**src/rtl/uart_loopback_tester.sv**
```systemverilog
// ---------------------------------------------------------------------------
// uart_loopback_tester
//
// Sends a run of NUM_BYTES pattern bytes to a UART transmitter and collects
// whatever the receiver hands back into a local FIFO. When the receive phase
// ends (all bytes seen, or the line has gone quiet for RX_TIMEOUT cycles),
// it regenerates the same pattern and compares it against the buffered bytes.
// A missing byte counts as one error.
//
// Parameters
//   NUM_BYTES   bytes per run (1..65535)
//   FIFO_DEPTH  receive buffer depth, power of two, >= NUM_BYTES
//   SEED        start value for LFSR and constant patterns
//   BUSY_LAT    cycles after tx_en before tx_busy is trusted
//   RX_TIMEOUT  quiet cycles before the receive phase is abandoned
//
// Ports
//   sys_clk, sys_rst_n   clock, asynchronous active-low reset
//   start, mode[1:0]     run request pulse and pattern select
//                        (0 count up, 1 LFSR, 2 constant SEED, 3 55/AA)
//   tx_en, tx_data[7:0]  send strobe and byte to the transmitter
//   tx_busy              transmitter busy
//   rx_done, rx_data     received-byte strobe and byte
//   busy, done, pass     run status
//   err_count, rx_count  mismatched/missing bytes, bytes received
//   overflow, timeout    sticky receive-side fault flags
// ---------------------------------------------------------------------------
module uart_loopback_tester #(
  parameter int unsigned NUM_BYTES  = 256,
  parameter int unsigned FIFO_DEPTH = 256,
  parameter logic [7:0]  SEED       = 8'hA5,
  parameter int unsigned BUSY_LAT   = 2,
  parameter int unsigned RX_TIMEOUT = 200000
) (
  input  logic        sys_clk,
  input  logic        sys_rst_n,
  input  logic        start,
  input  logic [1:0]  mode,
  output logic        tx_en,
  output logic [7:0]  tx_data,
  input  logic        tx_busy,
  input  logic        rx_done,
  input  logic [7:0]  rx_data,
  output logic        busy,
  output logic        done,
  output logic        pass,
  output logic [15:0] err_count,
  output logic [15:0] rx_count,
  output logic        overflow,
  output logic        timeout
);

  localparam int unsigned AW = (FIFO_DEPTH > 1) ? $clog2(FIFO_DEPTH) : 1;
  localparam int unsigned LW = (BUSY_LAT > 1) ? $clog2(BUSY_LAT) : 1;
  localparam int unsigned TW = (RX_TIMEOUT > 1) ? $clog2(RX_TIMEOUT) : 1;

  localparam logic [15:0]   NB       = 16'(NUM_BYTES);
  localparam logic [AW:0]   DEPTH    = (AW + 1)'(FIFO_DEPTH);
  localparam logic [LW-1:0] LAT_LAST = LW'((BUSY_LAT > 1) ? BUSY_LAT - 1 : 0);
  localparam logic [TW-1:0] TO_LAST  = TW'((RX_TIMEOUT > 1) ? RX_TIMEOUT - 1 : 0);

  typedef enum logic [3:0] {
    IDLE, GEN, SEND, WAIT_LAT, WAIT_TX, RX_WAIT, DRAIN, CHECK, DONE
  } state_t;

  state_t        state, state_nxt;
  logic [1:0]    mode_q;
  logic [7:0]    gen;
  logic [15:0]   tx_count;
  logic [15:0]   cmp_count;
  logic [LW-1:0] lat_cnt;
  logic [TW-1:0] idle_cnt;

  logic [7:0]    mem [0:(1 << AW) - 1];
  logic [AW:0]   wr_ptr, rd_ptr;
  logic [7:0]    rd_data;
  logic          rd_valid;

  logic          start_ok, rx_active, fifo_full, fifo_empty;
  logic          rx_wr, rd_en, to_hit, check_end;
  logic [15:0]   missing;
  logic [16:0]   err_sum;
  logic [15:0]   err_final;

  // First byte of each pattern; the LFSR and constant modes both start at SEED.
  function automatic logic [7:0] first_byte(input logic [1:0] m);
    case (m)
      2'd0:    first_byte = 8'h00;
      2'd3:    first_byte = 8'h55;
      default: first_byte = SEED;
    endcase
  endfunction

  // The LFSR uses taps 7,5,4,3 with an XNOR feedback, so the lock-up state is
  // 8'hFF rather than zero; this gives A5,4B,96,2D from the default seed.
  function automatic logic [7:0] next_byte(input logic [1:0] m, input logic [7:0] cur);
    case (m)
      2'd0:    next_byte = cur + 8'd1;
      2'd1:    next_byte = {cur[6:0], ~(cur[7] ^ cur[5] ^ cur[4] ^ cur[3])};
      2'd2:    next_byte = SEED;
      default: next_byte = ~cur;
    endcase
  endfunction

  assign start_ok   = start && (state == IDLE || state == DONE);
  assign rx_active  = (state != IDLE) && (state != DONE);
  assign fifo_empty = (wr_ptr == rd_ptr);
  assign fifo_full  = ((wr_ptr - rd_ptr) == DEPTH);
  assign rx_wr      = rx_done && rx_active && !fifo_full;
  assign rd_en      = (state == CHECK) && !fifo_empty;
  assign to_hit     = (state == RX_WAIT) && !rx_done && (idle_cnt == TO_LAST) && (rx_count < NB);
  assign check_end  = (state == CHECK) && fifo_empty && !rd_valid;

  // Bytes never compared count as errors once the buffer has been drained.
  assign missing    = NB - cmp_count;
  assign err_sum    = {1'b0, err_count} + {1'b0, missing};
  assign err_final  = err_sum[16] ? 16'hFFFF : err_sum[15:0];

  assign tx_en = (state == SEND);
  assign busy  = rx_active;

  // State register.
  always_ff @(posedge sys_clk or negedge sys_rst_n) begin
    if (!sys_rst_n) state <= IDLE;
    else            state <= state_nxt;
  end

  // Next-state logic.
  always_comb begin
    state_nxt = state;
    case (state)
      IDLE, DONE: if (start) state_nxt = GEN;
      GEN:        state_nxt = SEND;
      SEND:       state_nxt = WAIT_LAT;
      WAIT_LAT:   if (lat_cnt == LAT_LAST) state_nxt = WAIT_TX;
      WAIT_TX:    if (!tx_busy) state_nxt = (tx_count < NB) ? GEN : RX_WAIT;
      RX_WAIT:    if (rx_count >= NB || to_hit) state_nxt = DRAIN;
      DRAIN:      state_nxt = CHECK;
      CHECK:      if (check_end) state_nxt = DONE;
      default:    state_nxt = IDLE;
    endcase
  end

  // Run datapath: pattern generator, counters, comparison and result flags.
  always_ff @(posedge sys_clk or negedge sys_rst_n) begin
    if (!sys_rst_n) begin
      mode_q    <= 2'd0;
      gen       <= 8'h00;
      tx_data   <= 8'h00;
      tx_count  <= 16'd0;
      cmp_count <= 16'd0;
      lat_cnt   <= '0;
      idle_cnt  <= '0;
      err_count <= 16'd0;
      rx_count  <= 16'd0;
      overflow  <= 1'b0;
      timeout   <= 1'b0;
      done      <= 1'b0;
      pass      <= 1'b0;
      wr_ptr    <= '0;
      rd_ptr    <= '0;
      rd_valid  <= 1'b0;
    end else if (start_ok) begin
      mode_q    <= mode;
      gen       <= first_byte(mode);
      tx_count  <= 16'd0;
      cmp_count <= 16'd0;
      lat_cnt   <= '0;
      idle_cnt  <= '0;
      err_count <= 16'd0;
      rx_count  <= 16'd0;
      overflow  <= 1'b0;
      timeout   <= 1'b0;
      done      <= 1'b0;
      pass      <= 1'b0;
      wr_ptr    <= '0;
      rd_ptr    <= '0;
      rd_valid  <= 1'b0;
    end else begin
      case (state)
        GEN: begin
          tx_data  <= gen;
          gen      <= next_byte(mode_q, gen);
          tx_count <= tx_count + 16'd1;
        end
        SEND:     lat_cnt <= '0;
        WAIT_LAT: lat_cnt <= lat_cnt + 1'b1;
        WAIT_TX:  idle_cnt <= '0;
        RX_WAIT: begin
          if (rx_done) idle_cnt <= '0;
          else         idle_cnt <= idle_cnt + 1'b1;
          if (to_hit)  timeout <= 1'b1;
        end
        DRAIN: begin
          gen       <= first_byte(mode_q);
          cmp_count <= 16'd0;
        end
        CHECK: begin
          // Anything read past NUM_BYTES is drained but not compared.
          if (rd_valid && cmp_count < NB) begin
            if (rd_data != gen && err_count != 16'hFFFF) err_count <= err_count + 16'd1;
            gen       <= next_byte(mode_q, gen);
            cmp_count <= cmp_count + 16'd1;
          end
          if (check_end) begin
            err_count <= err_final;
            done      <= 1'b1;
            pass      <= (err_final == 16'd0) && !overflow && !timeout && (rx_count == NB);
          end
        end
        default: ;
      endcase

      if (rx_done && rx_active) begin
        if (rx_count != 16'hFFFF) rx_count <= rx_count + 16'd1;
        if (fifo_full)            overflow <= 1'b1;
      end
      if (rx_wr) wr_ptr <= wr_ptr + 1'b1;
      if (rd_en) rd_ptr <= rd_ptr + 1'b1;
      rd_valid <= rd_en;
    end
  end

  // Receive buffer storage; read data appears the cycle after rd_en.
  always_ff @(posedge sys_clk) begin
    if (rx_wr) mem[wr_ptr[AW-1:0]] <= rx_data;
    if (rd_en) rd_data <= mem[rd_ptr[AW-1:0]];
  end

endmodule

```
**config.mk**
```make
export PLATFORM = sky130hd
export DESIGN_NAME = uart_loopback_tester
export DESIGN_NICKNAME = d
export VERILOG_FILES = /design/src/rtl/uart_loopback_tester.sv
export SDC_FILE = /design/constraint.sdc
export NUM_CORES = 2
export LEC_CHECK = 0
export BUFFER_PORTS_ARGS = -buffer_cell sky130_fd_sc_hd__buf_2
export CORE_ASPECT_RATIO = 1.5
export CORE_MARGIN = 1
export CORE_UTILIZATION = 58
export CTS_BUF_LIST = sky130_fd_sc_hd__clkbuf_8 sky130_fd_sc_hd__clkbuf_16
export CTS_CLUSTER_SIZE = 24
export DETAILED_ROUTE_END_ITERATION = 6
export PLACE_DENSITY_LB_ADDON = 0.12
export SYNTH_ARGS = -nofsm -noshare
export SYNTH_HDL_FRONTEND = slang
export SYNTH_SLANG_ARGS = --single-unit
```
**constraint.sdc**
```tcl
create_clock -name sys_clk -period 11.6 [get_ports sys_clk]
set_input_delay 1.74 -clock sys_clk [delete_from_list [all_inputs] [get_ports sys_clk]]
set_output_delay 1.74 -clock sys_clk [all_outputs]
set_load 0.02 [all_outputs]
```
==> results.toml <==
[pwr]
power_per_cell_area_nw_per_um2 = 201.4
intPower_w = 0.01390
power_frac_seq_pct = 46.1
p_sw_share_pct = 28.68
p_sw_w = 0.005592
irDropWorstVdd_mv = 0.1604
p_comb_share_pct = 20.7
p_leak_nw = 30.93
p_clk_share_pct = 33.2

[placement]
dp_hpwl_um = 149300
placedCellCount = 6556
dpl_cell_area_sq_um = 90440
routabilityCongestion = 0.9127
port_buffers = 60

[finish]
post-route-cell-area_sq_um = 96800
area_growth_pct = 10.41
drive_above_1_share_pct = 19.50
final_cells = 6916
finalNetCount = 4874

[global_routing]
antenna_found_initial = 5
grt_pass1_vias = 47290
grt_pass1_wl_um = 344700
grt_overflow = 0
grt_max_degree = 161
grtUsageTotal_pct = 32.11

[setup_path]
reg2reg_depth = 11
cp.required_ns = 12.06
cp_slowest_cell = "nand4b_1"
crit_start = "rd_ptr[1]"
cpPeakStageDelay_ns = 1.14
reg2reg_from = "rd_ptr[1]"
critical_path_class = "flop to flop"
cp-end-kind = "flop"
critPathMostFrequentCell = "a21oi_1"
start_kind = "flop"
path_max_fanout = 53
cp.arrival_ns = 6.80
reg2reg_slack_ns = 5.26
crit_chain = "clkinv_1, ha_1, nand2b_1, a21oi_1, o21ai_0, a21oi_1, xnor2_1, a21oi_1, nand4b_1, buf_4, nor2_1"

[synth]
syn_area_sq_um = 87680
synth_seq_area_share_pct = 74.07
async_flop_share_pct = 5.861
muxShareOfSynthArea_pct = 14.05
syn_nets = 4789
synth_fa_ha_area_share_pct = 0.6507
synth-simple-area-share_pct = 4.462
synthCells = 4729
synth_edf_count = 2056
synth-seq-cells = 2184
synth_xor_area_share_pct = 0.8791
synth_warnings = 0
avgSynthCellArea_sq_um = 18.54
synth_cell_types = 72
synthFlopType = "edfxtp_1"
synth-compound-area-share_pct = 4.417
synth_top_family_by_area = "multiplexers"

[route]
wirelength_um = 241700
drc = 2
first_pass_iters = 7
antenna_left = 0
viasPerCell = 6.866
drt_iter0_markers = 6126
vias = 47490
wl_per_cell_um = 34.95

[clock_tree]
cts_resized = 0
numCtsBuffers = 192
clock_sinks = 2184
cts_tree = "yes"
cts_max_level = 4
hold_buffers = 0
clkTransAtPathRegs_ns = 0.07
cts-root-buf = "clkbuf_16"
cts_buffer_depth = 3
cts_setup_buffers = 0
clock_latency_ns = 0.84

[die]
die_h_um = 478.2
initial_core_util_pct = 58.45
core_area_sq_um = 150000
die_x_um = 319.5
rows = 174
dieArea_sq_um = 152800
ios = 61

[sta]
finalMaxSlewViolations = 0
fin_tns_setup_ns = 0
relSlewSlack_pct = 7.203
hold_ws_ns = 0.4967
worst_pin_slew_ns = 1.381
finalSetupViolations = 0
rsz0062_at_grt = "false"
finalCritPeriodShare_pct = 54.63
min_period_ns = 6.338
timing.fmax_mhz = 157.8
clock_skew_ns = 0.03452
hold_viol = 0

[run_status]
outcome = "finished with violations"
failed_checks = "design-rule violations"

[job]
maxCapViolations = 0

[hold_path]
min_from = "done"
min_path_type = "flop to flop"
holdPathStages = 2
placed cells by master, fill, tap and decap left out, types with 12 or more instances in the layout:
cell type and count:
a211oi_1 28, a21oi_1 139, a221oi_1 35, a22o_1 15, a22oi_1 75, a31oi_1 19
and3_1 25, buf_2 51, buf_4 105, bufinv_16 24, clkbuf_16 195, clkinv_1 44
clkinv_2 35, dfrtp_1 121, edfxtp_1 2056, ha_1 44, inv_1 68, mux2i_1 183
mux4_2 460, nand2_1 182, nand3_1 75, nand4_1 25, nor2_1 343, nor2b_1 12
nor3_1 69, nor4_1 22, o211ai_1 15, o21ai_0 104, o221ai_1 28, o22ai_1 35
o31ai_1 13, or3_1 17, xnor2_1 44, xor2_1 44
cell usage after synthesis (all sizes together) (13+ instances only):
| library cell | instances | area share, % |
|---|---|---|
| xor2 | 44 | 0.44 |
| and3 | 25 | 0.18 |
| or3 | 17 | 0.12 |
| nor2b | 13 | 0.093 |
| edfxtp | 2056 | 70 |
| o211ai | 15 | 0.13 |
| nand4 | 25 | 0.18 |
| o21ai | 109 | 0.62 |
| nor4 | 34 | 0.24 |
| a211oi | 28 | 0.24 |
| o221ai | 28 | 0.28 |
| dfrtp | 128 | 3.7 |
| xnor2 | 44 | 0.44 |
| a22oi | 75 | 0.64 |
| inv | 36 | 0.15 |
| a22o | 15 | 0.15 |
| ha | 44 | 0.63 |
| buf | 96 | 0.51 |
| mux4 | 460 | 12 |
| a21oi | 139 | 0.79 |
| a31oi | 19 | 0.14 |
| mux2i | 183 | 2.1 |
| o31ai | 14 | 0.13 |
| nand2 | 183 | 0.78 |
| nand3 | 75 | 0.43 |
| a221oi | 35 | 0.35 |
| clkbuf | 186 | 0.80 |
| nor2 | 347 | 1.5 |
| o22ai | 35 | 0.25 |
| nor3 | 74 | 0.42 |
sequential cells by signal (all words and copies together), names as in the netlist:
name,cells
rd_data,8
overflow,1
mode_q,2
wr_ptr,9
pass,1
rd_valid,1
lat_cnt,1
rx_count,16
cmp_count,16
state,4
timeout,1
err_count,16
rd_ptr,9
tx_data,8
tx_count,16
gen,8
mem,2048
done,1
idle_cnt,18
layer usage:
layer / wire (um) / part of all wire (%) / track usage [%]
met1: 85240 / 35 / 41.14
met2: 120300 / 50 / 52.79
met3: 22080 / 9.1 / 6.191
met4: 14040 / 5.8 / 16.11
met5: 18 / 0.0074 / 0
critical path: cells and delay by family (launching register included):
| family | cells | cell delay [ns] |
|---|---|---|
| flip-flops | 1 | 0.97 |
| AND/OR/NAND/NOR | 3 | 1.81 |
| AO/OA/AOI/OAI | 4 | 1.27 |
| XOR/XNOR | 1 | 0.17 |
| buffers and inverters | 2 | 1.21 |
| adder cells (fa/ha/maj) | 1 | 0.48 |
cell type report:
cell class	instances	area, sq um
antenna	5	12.51
clock buffer	196	4893
clock inverter	159	1445
fill	10120	53200
inverter	39	148.9
multi-input combinational	2224	21610
sequential	2184	64960
tap	1936	2422
timing repair buffer	173	1316
final timing paths:
| path | endpoint |
|---|---|
| min | done |
| min reg2reg | done |
| max reg2reg | mem[105][5] |
| min in group asynchronous | err_count[13] |
| max in group asynchronous | idle_cnt[6] |
| max | mem[105][5] |
through the flow:
stage	total power, W	setup WS [ns]	utilization (%)
finish	0.01950	5.262	64.53
global route	0.02002	5.100	64.53
CTS	0.01954	5.472	64.52
detailed placement	0.01316	5.511	60.29
global placement	0.01314	5.535	60.27
floorplan	0.01163	6.573	-
power by group through the flow:
stage	clock network [W]	registers, W	logic, W
global route	0.00681	0.00899	0.00422
global placement	0	0.00914	0.00401
CTS	0.00654	0.00898	0.00402
floorplan	0	0.00903	0.00260
detailed placement	0	0.00914	0.00401
finish	0.00647	0.00898	0.00404
kinds of logic (layout without fill, tap and decap cells):
| kind of cell | Yosys count | count (layout) |
|---|---|---|
| mux | 654 | 654 |
| fa+ha+maj | 45 | 45 |
| buf+inv | 321 | 567 |
| other cells | 0 | 5 |
| compound gates | 584 | 584 |
| flops | 2184 | 2184 |
| simple gates | 853 | 853 |
| xor+xnor | 88 | 88 |
Power figures use the tool's default switching activity.
